==> src/rtl/mem_stack_sequencer.sv <==
// rtl/mem_stack_sequencer.sv - stack sequencer for CALL/RET/INT/RTI on the 16-bit data memory port
// Optional stack guard enabled by defining MEM_STACK_GUARD_EN.
module mem_stack_sequencer #(
    parameter int              ADDR_W      = 12,
    parameter logic [ADDR_W-1:0] SP_RESET    = 12'hFFF,
    parameter logic [ADDR_W-1:0] STACK_LIMIT = 12'h800,
    parameter logic [31:0]     INT_VECTOR  = 32'h0000_0010
) (
    input  logic              clk,
    input  logic              reset,
    input  logic              int_req,
    input  logic              call_req,
    input  logic              ret_req,
    input  logic              rti_req,
    input  logic [31:0]       pc_in,
    input  logic [31:0]       target_pc,
    input  logic [2:0]        flags_in,
    input  logic [15:0]       mem_rdata,
    output logic [ADDR_W-1:0] mem_addr,
    output logic [15:0]       mem_wdata,
    output logic              mem_we,
    output logic              mem_re,
    output logic              stall,
    output logic              pc_load,
    output logic [31:0]       pc_out,
    output logic              flags_load,
    output logic [2:0]        flags_out,
    output logic [ADDR_W-1:0] sp_out,
    output logic              stack_fault
);

    localparam logic [3:0] S_IDLE    = 4'd0;
    localparam logic [3:0] S_PUSH_FL = 4'd1;
    localparam logic [3:0] S_PUSH_HI = 4'd2;
    localparam logic [3:0] S_PUSH_LO = 4'd3;
    localparam logic [3:0] S_POP_LO  = 4'd4;
    localparam logic [3:0] S_POP_HI  = 4'd5;
    localparam logic [3:0] S_POP_FL  = 4'd6;
    localparam logic [3:0] S_CAPTURE = 4'd7;
    localparam logic [3:0] S_DONE    = 4'd8;

    localparam logic [1:0] OP_CALL = 2'd0;
    localparam logic [1:0] OP_RET  = 2'd1;
    localparam logic [1:0] OP_INT  = 2'd2;
    localparam logic [1:0] OP_RTI  = 2'd3;

    localparam logic [1:0] RD_NONE = 2'd0;
    localparam logic [1:0] RD_LO   = 2'd1;
    localparam logic [1:0] RD_HI   = 2'd2;
    localparam logic [1:0] RD_FL   = 2'd3;

    logic [3:0]        state;
    logic [ADDR_W-1:0] sp;
    logic [1:0]        op;
    logic [31:0]       pc_lat;
    logic [31:0]       tgt_lat;
    logic [2:0]        fl_lat;
    logic [15:0]       rd_lo;
    logic [15:0]       rd_hi;
    logic [2:0]        rd_fl;
    logic [1:0]        rd_sel;
    logic              fault_seq;
    logic              any_req;
    logic              is_push;
    logic              is_pop;
    logic              access_bad;

    assign any_req = int_req | rti_req | ret_req | call_req;
    assign is_push = (state == S_PUSH_FL) || (state == S_PUSH_HI) || (state == S_PUSH_LO);
    assign is_pop  = (state == S_POP_LO) || (state == S_POP_HI) || (state == S_POP_FL);

`ifdef MEM_STACK_GUARD_EN
    logic fault_sticky;

    assign access_bad  = (is_push && (sp < STACK_LIMIT)) || (is_pop && (sp == SP_RESET));
    assign stack_fault = fault_sticky;

    always_ff @(posedge clk or negedge reset) begin
        if (!reset) begin
            fault_sticky <= 1'b0;
        end else if (access_bad) begin
            fault_sticky <= 1'b1;
        end
    end
`else
    logic unused_guard;

    assign access_bad   = 1'b0;
    assign stack_fault  = 1'b0;
    assign unused_guard = ^STACK_LIMIT;
`endif

    always_comb begin
        mem_we    = is_push && !access_bad;
        mem_re    = is_pop && !access_bad;
        mem_addr  = '0;
        mem_wdata = 16'h0000;
        if (mem_we) begin
            mem_addr = sp;
            case (state)
                S_PUSH_FL: mem_wdata = {13'b0, fl_lat};
                S_PUSH_HI: mem_wdata = pc_lat[31:16];
                default:   mem_wdata = pc_lat[15:0];
            endcase
        end else if (mem_re) begin
            mem_addr = sp + 1'b1;
        end
    end

    // In IDLE the stall follows the request lines directly so the pipeline freezes on the accept cycle.
    always_comb begin
        case (state)
            S_IDLE:  stall = reset && any_req;
            S_DONE:  stall = 1'b0;
            default: stall = 1'b1;
        endcase
    end

    always_comb begin
        pc_load    = (state == S_DONE);
        flags_load = pc_load && (op == OP_RTI) && !fault_seq;
        flags_out  = flags_load ? rd_fl : 3'b000;
        pc_out     = 32'h0;
        if (pc_load) begin
            if (fault_seq) begin
                pc_out = INT_VECTOR;
            end else begin
                case (op)
                    OP_CALL: pc_out = tgt_lat;
                    OP_INT:  pc_out = INT_VECTOR;
                    default: pc_out = {rd_hi, rd_lo};
                endcase
            end
        end
    end

    assign sp_out = sp;

    always_ff @(posedge clk or negedge reset) begin
        if (!reset) begin
            state     <= S_IDLE;
            sp        <= SP_RESET;
            op        <= OP_CALL;
            pc_lat    <= 32'h0;
            tgt_lat   <= 32'h0;
            fl_lat    <= 3'b000;
            rd_lo     <= 16'h0;
            rd_hi     <= 16'h0;
            rd_fl     <= 3'b000;
            rd_sel    <= RD_NONE;
            fault_seq <= 1'b0;
        end else begin
            // Read data arrives one cycle after mem_re; rd_sel remembers which half it belongs to.
            case (rd_sel)
                RD_LO:   rd_lo <= mem_rdata;
                RD_HI:   rd_hi <= mem_rdata;
                RD_FL:   rd_fl <= mem_rdata[2:0];
                default: ;
            endcase
            if (!mem_re) begin
                rd_sel <= RD_NONE;
            end else if (state == S_POP_LO) begin
                rd_sel <= RD_LO;
            end else if (state == S_POP_HI) begin
                rd_sel <= RD_HI;
            end else begin
                rd_sel <= RD_FL;
            end

            if (access_bad) begin
                fault_seq <= 1'b1;
                state     <= S_DONE;
            end else begin
                case (state)
                    S_IDLE: begin
                        if (any_req) begin
                            pc_lat  <= pc_in;
                            tgt_lat <= target_pc;
                            fl_lat  <= flags_in;
                            if (int_req) begin
                                op    <= OP_INT;
                                state <= S_PUSH_FL;
                            end else if (rti_req) begin
                                op    <= OP_RTI;
                                state <= S_POP_LO;
                            end else if (ret_req) begin
                                op    <= OP_RET;
                                state <= S_POP_LO;
                            end else begin
                                op    <= OP_CALL;
                                state <= S_PUSH_HI;
                            end
                        end
                    end
                    S_PUSH_FL: begin sp <= sp - 1'b1; state <= S_PUSH_HI; end
                    S_PUSH_HI: begin sp <= sp - 1'b1; state <= S_PUSH_LO; end
                    S_PUSH_LO: begin sp <= sp - 1'b1; state <= S_DONE;    end
                    S_POP_LO:  begin sp <= sp + 1'b1; state <= S_POP_HI;  end
                    S_POP_HI: begin
                        sp    <= sp + 1'b1;
                        state <= (op == OP_RTI) ? S_POP_FL : S_CAPTURE;
                    end
                    S_POP_FL:  begin sp <= sp + 1'b1; state <= S_CAPTURE; end
                    S_CAPTURE: state <= S_DONE;
                    default: begin
                        fault_seq <= 1'b0;
                        state     <= S_IDLE;
                    end
                endcase
            end
        end
    end

endmodule

==> config.mk <==
export PLATFORM = sky130hd
export DESIGN_NAME = mem_stack_sequencer
export DESIGN_NICKNAME = d
export VERILOG_FILES = /design/src/rtl/mem_stack_sequencer.sv
export SDC_FILE = /design/constraint.sdc
export NUM_CORES = 1
export LEC_CHECK = 0
export BUFFER_PORTS_ARGS = -buffer_cell sky130_fd_sc_hd__buf_2
export CAP_MARGIN = 10
export CORE_AREA = 2 2 107 109
export DETAILED_ROUTE_END_ITERATION = 12
export DIE_AREA = 0 0 109 111
export PLACE_DENSITY_LB_ADDON = 0.25
export RECOVER_POWER = 25
export SYNTH_ARGS = -nofsm -noshare
export SYNTH_HDL_FRONTEND = slang
export SYNTH_SLANG_ARGS = --single-unit
==> constraint.sdc <==
create_clock -name clk -period 5 [get_ports clk]
set_input_delay 1 -clock clk [delete_from_list [all_inputs] [get_ports clk]]
set_output_delay 1 -clock clk [all_outputs]
set_load 0.05 [all_outputs]
======== Word level (Yosys, flattened, before mapping) ========
Index checks and enable logic that the tools add are counted.
cells by class
  reductions and logical operators ........ 13
  eq/ne operators ......................... 14
  mux-type cells .......................... 21
  bitwise operators ....................... 3
  add/subtract/negate cells ............... 2
operators with widths
  kind                                                                   number
  32-bit one-hot mux with 2 select lines                                 1
  32-bit 2-to-1 mux                                                      1
  16-bit one-hot mux with 2 select lines                                 1
  4-bit one-hot mux with 7 select lines                                  1
  12-bit 2-to-1 mux                                                      2
  12-bit one-hot mux with 2 select lines                                 1
  4-bit by 3-bit == test with 1-bit output (second input constant)       4
  16-bit 2-to-1 mux                                                      1
  12-bit by 1-bit adder with 12-bit output (second input constant)       1
  3-bit 2-to-1 mux                                                       4
  12-bit by 1-bit subtractor with 12-bit output (second input constant)  1
  2-bit == test (second input constant)                                  4
  4-bit by 2-bit == test with 1-bit output (second input constant)       2
  2-bit 2-to-1 mux                                                       4
  3-bit OR reduction                                                     2
  4-bit by 1-bit == test with 1-bit output (second input constant)       1
  4-bit == test (second input constant)                                  1
  4-bit logical NOT                                                      1
  1-bit logical OR                                                       4
  4-bit 2-to-1 mux                                                       1
  1-bit 2-to-1 mux                                                       3
  1-bit OR                                                               3
  2-bit by 1-bit == test with 1-bit output (second input constant)       1
  1-bit logical AND                                                      2
  6 further kinds                                                        6
word-level totals
  bits of input ports ..................... 89
  output and inout port bits .............. 81
  register bits ........................... 122

======== Depth between registers and ports, before layout ========
  word-level depth ........................ 5
  depth in mapped cells ................... 7
  depth with buffers taken out ............ 6

======== Least setup slack after synthesis ========
Ideal clock, no wire load.
  kind .................................... reg-to-output
  from .................................... register state[3]
  to ...................................... output mem_addr[6]
  required time ........................... 4,000 ps
  path slack .............................. 1,526 ps
  arrival time ............................ 2,474 ps
  path buffers ............................ 2
  stages on the path, launching flop included .. 8
  cells stage by stage .................... dfrtp_1 -> buf_2 -> and2b_1 -> nand2_1 -> inv_1 -> buf_2 -> a21oi_1 -> o21ai_0
between the ends
  longest elaborated chain between the ends .. 5
ends and longest elaborated chain
  element                                   line  text
  from (decl)                               52    logic [3:0] state;
  from (signal assigned)                    201   state <= (op == OP_RTI) ? S_POP_FL : S_CAPTURE;
  4-bit by 3-bit == test with 1-bit output  70    assign is_pop = (state == S_POP_LO) || (state == S_POP_HI) || (state == S_POP_FL);
  1-bit logical OR                          70
  1-bit logical OR (*)                      70
  named net mem_re                          22    output logic mem_re,
  12-bit 2-to-1 mux (*)                     105   end else if (mem_re) begin
  12-bit 2-to-1 mux (*)                     98    if (mem_we) begin
  to (decl)                                 19    output logic [ADDR_W-1:0] mem_addr,
The timed path passes the listed nets; every way through them passes the cells marked *.

======== Worst setup path after layout ========
  from .................................... register state[0]
  to ...................................... output mem_addr[7]
between the ends
  longest elaborated chain between the ends .. 5
ends and longest elaborated chain
  element                                   line
  4-bit by 3-bit == test with 1-bit output  70
  1-bit logical OR (2 in a row)             70
  12-bit 2-to-1 mux                         105
  12-bit 2-to-1 mux (*)                     98
Mark *: on every way between the ends. The rest lies on a longest branch, timed or not.

==> results.md <==
* Slew margin rel. at -0.9115%
* Nets at roughly 760
* Final setup violation count at 0
* Vias in the first global route at between 4000 and 5000
* Sw Ratio at a little over two fifths
* Initial drt markers at 285
* Buf/Inv on CP at 2
* Syn avg cell area at ~12 um2
* H-tree depth at 4
* Syn nets at approximately 600
* Starting density of the core at 53.29%
* Global-route wire length before repair at between 20000 and 25000 um
* Power share of the combinational group at approximately 47%
* Failing checks: capacitance limit, slew limit
* Clk pwr share at 20.2%
* Remaining DRCs at 0
* Max stage delay on crit path at 1.00 ns
* Endpoint type of the worst setup path: output port
* Placed Area at between 6000 and 7000 um2
* Cts hold-fix bufs at 0
* Commonest cells in the netlist: dfrtp_1, mux2_2, nor2_1
* Layout cell share with drive strength beyond 1 at roughly 47%
* Routability cong. at around 0.86
* Root buffer selected by CTS: clkbuf_16
* Gr usage total at 23.40%
* Row Count at 39
* Worst EP required at roughly 4.0 ns
* Final hold vios at 0
* Most numerous cell in the Yosys netlist: dfrtp_1
* CTS-repair resized insts at 0
* GR Overflow Total at 0
* CP Class: reg -> out
* Max-cap viol count at 1
* Clk pin slew, worst setup/hold paths at about 0.050 ns
* Setup crit start kind: register
* Largest net degree at the start of global routing at 69
* EDFF count, synth at 0
* Tmin final at around 4.2 ns
* #FFs+latches synth at between 100 and 150
* Die height at 111 um
* Total core area at about 11000 um2
* Worst Tran Pin Value at 1.511 ns
* Clock Skew at 0.008924 ns
* Seq pwr share at 32.7%
* Synth unique cells at just over 50
* Detailed Place HPWL at roughly 9400 um
* Vias at about 4500
* Status: finished with violations
* Clock Sinks at between 100 and 150
* Avg WL per Cell at 16.62 um
* Worst min-delay path category: reg -> reg
* FMAX at between 0.2 and 0.25 GHz
* CTS max path bufs at 2
* Die width at between 100 and 150 um
* Synth warnings at 0
* Post-route ant nets at 0
* Post-route setup TNS at 0 ns
* Dpl ws at around 1.2 ns
* Synth top area share at 46.63%
* DRT Pass-1 Iters at 4
* Cell Area, Synth at just under 6000 um2
* Net switching power at between 2 and 3 mW
* Vias/cell at approximately 5.5
* Worst-path cell chain: nand2_1, nand2_1, inv_1, a21o_1, mux2_2, buf_2
* Slowest cell on crit path: dfrtp_1
* Post-synth top area cell: dfrtp_1
* Tcrit/Tclk final at approximately 85%
* CTS buffer count at 17
* VDD IR-drop max at roughly 0.00047 V
* Critical path arrival at approximately 3.2 ns
* Pwr Total at 6.009 mW
* Die area at about 12000 um2
* Slew Viols, Final at 17
* Top-Level Pins at 170
* Leakage power total at between 3 and 4 nW
* RSZ-0062 raised after global routing: no
* Power Dens Cells at between 800 and 900 nW/um2
* Setup repair bufs after CTS at 0
* Final worst slack at about 0.77 ns
* Critical path's top delay family: flip-flops
* Internal power at between 3 and 4 mW
* Clk Latency, worst-skew pair at roughly 0.4 ns
* Area Growth Syn to Fin at 24.82%
* Seq/Total Area, Yosys at between 50% and 60%
* Antenna violations before repair at 1
* Synth top area cells: dfrtp_1, mux2_2, dfstp_2
* Synthesized netlist cell count at 511
* IO buf count at 168
* Routed WL at around 14000 um
* Async SR Flop Fraction at between 90% and 100%
* Worst Path Max Fanout at 20
* Worst path most repeated cell: nand2_1
* Primary FF master, synth: dfrtp_1
* CTS tree: built
* Finished layout cell area at 7368 um2
area by class of cell:
type,count,area [um2]
diodes,1,2.502
clock inverters,7,117.6
repair buffers,174,880.8
fillers,884,3709
flip-flops and latches,122,3068
multi-input cells,340,2608
inverters,12,45.04
clock buffers,23,467.9
well taps,143,178.9
power by group through the flow:
stage / registers (mW) / clock network (mW) / logic [mW]
after floorplan: 1.94 / 0 / 2.28
after global placement: 1.94 / 0 / 2.78
after global routing: 2.03 / 1.29 / 3.05
final: 1.96 / 1.21 / 2.83
after CTS: 1.96 / 1.24 / 2.85
after detailed placement: 1.97 / 0 / 2.84
cells by family after synthesis:
group	share of synthesized area, %
compound gates	8.775
xor+xnor	1.632
fa+ha+maj	0.4238
buf+inv	4.027
flops	51.97
mux	22.70
other cells	0.06353
simple gates	10.41
through the flow:
| stage | util [%] | cells | hold WS (ns) |
|---|---|---|---|
| after global placement | 61.30 | 791 | 0.4704 |
| after global routing | 66.50 | 821 | 0.5118 |
| after detailed placement | 61.30 | 791 | 0.4860 |
| final | 66.52 | 822 | 0.4918 |
| after floorplan | - | 511 | 0.4590 |
| after CTS | 66.59 | 821 | 0.4977 |
worst paths after layout:
path,from,endpoint,slack (ns),cells after the start
setup / recovery,state[0]$_DFFE_PN0P_,mem_addr[7],0.77,6
hold / removal,tgt_lat[7]$_DFFE_PN0P_,tgt_lat[7]$_DFFE_PN0P_,0.49,1
setup reg to reg,state[0]$_DFFE_PN0P_,sp_out[2]$_DFFE_PN1P_,2.36,5
hold reg to reg,tgt_lat[7]$_DFFE_PN0P_,tgt_lat[7]$_DFFE_PN0P_,0.49,1
max in group asynchronous,reset,tgt_lat[2]$_DFFE_PN0P_,3.04,2
min in group asynchronous,reset,pc_lat[6]$_DFFE_PN0P_,0.66,1
registers in the layout, summed over array words and instances (netlist names), 3 cells and up:
register / flops
fl_lat: 3
pc_lat: 32
rd_fl: 3
rd_hi: 16
rd_lo: 16
sp_out: 12
state: 4
tgt_lat: 32
routing by layer:
metal	track usage (%)	wire length [um]	up-vias
met5	0	0	-
met4	8.889	191	0
met3	6.820	779	16
met2	37.10	6790	139
met1	30.19	5898	2211
li1	-	-	2121
cells in the final DEF (no fill, tap or decap), drive strengths merged, types with 13 or more instances in the layout:
master | Yosys | layout
o21ai | 13 | 13
a22oi | 32 | 32
mux2 | 103 | 103
nor2 | 66 | 66
nand2 | 20 | 20
buf | 21 | 170
clkbuf | 16 | 27
mux2i | 18 | 18
dfrtp | 110 | 110
Power figures use the tool's default switching activity.
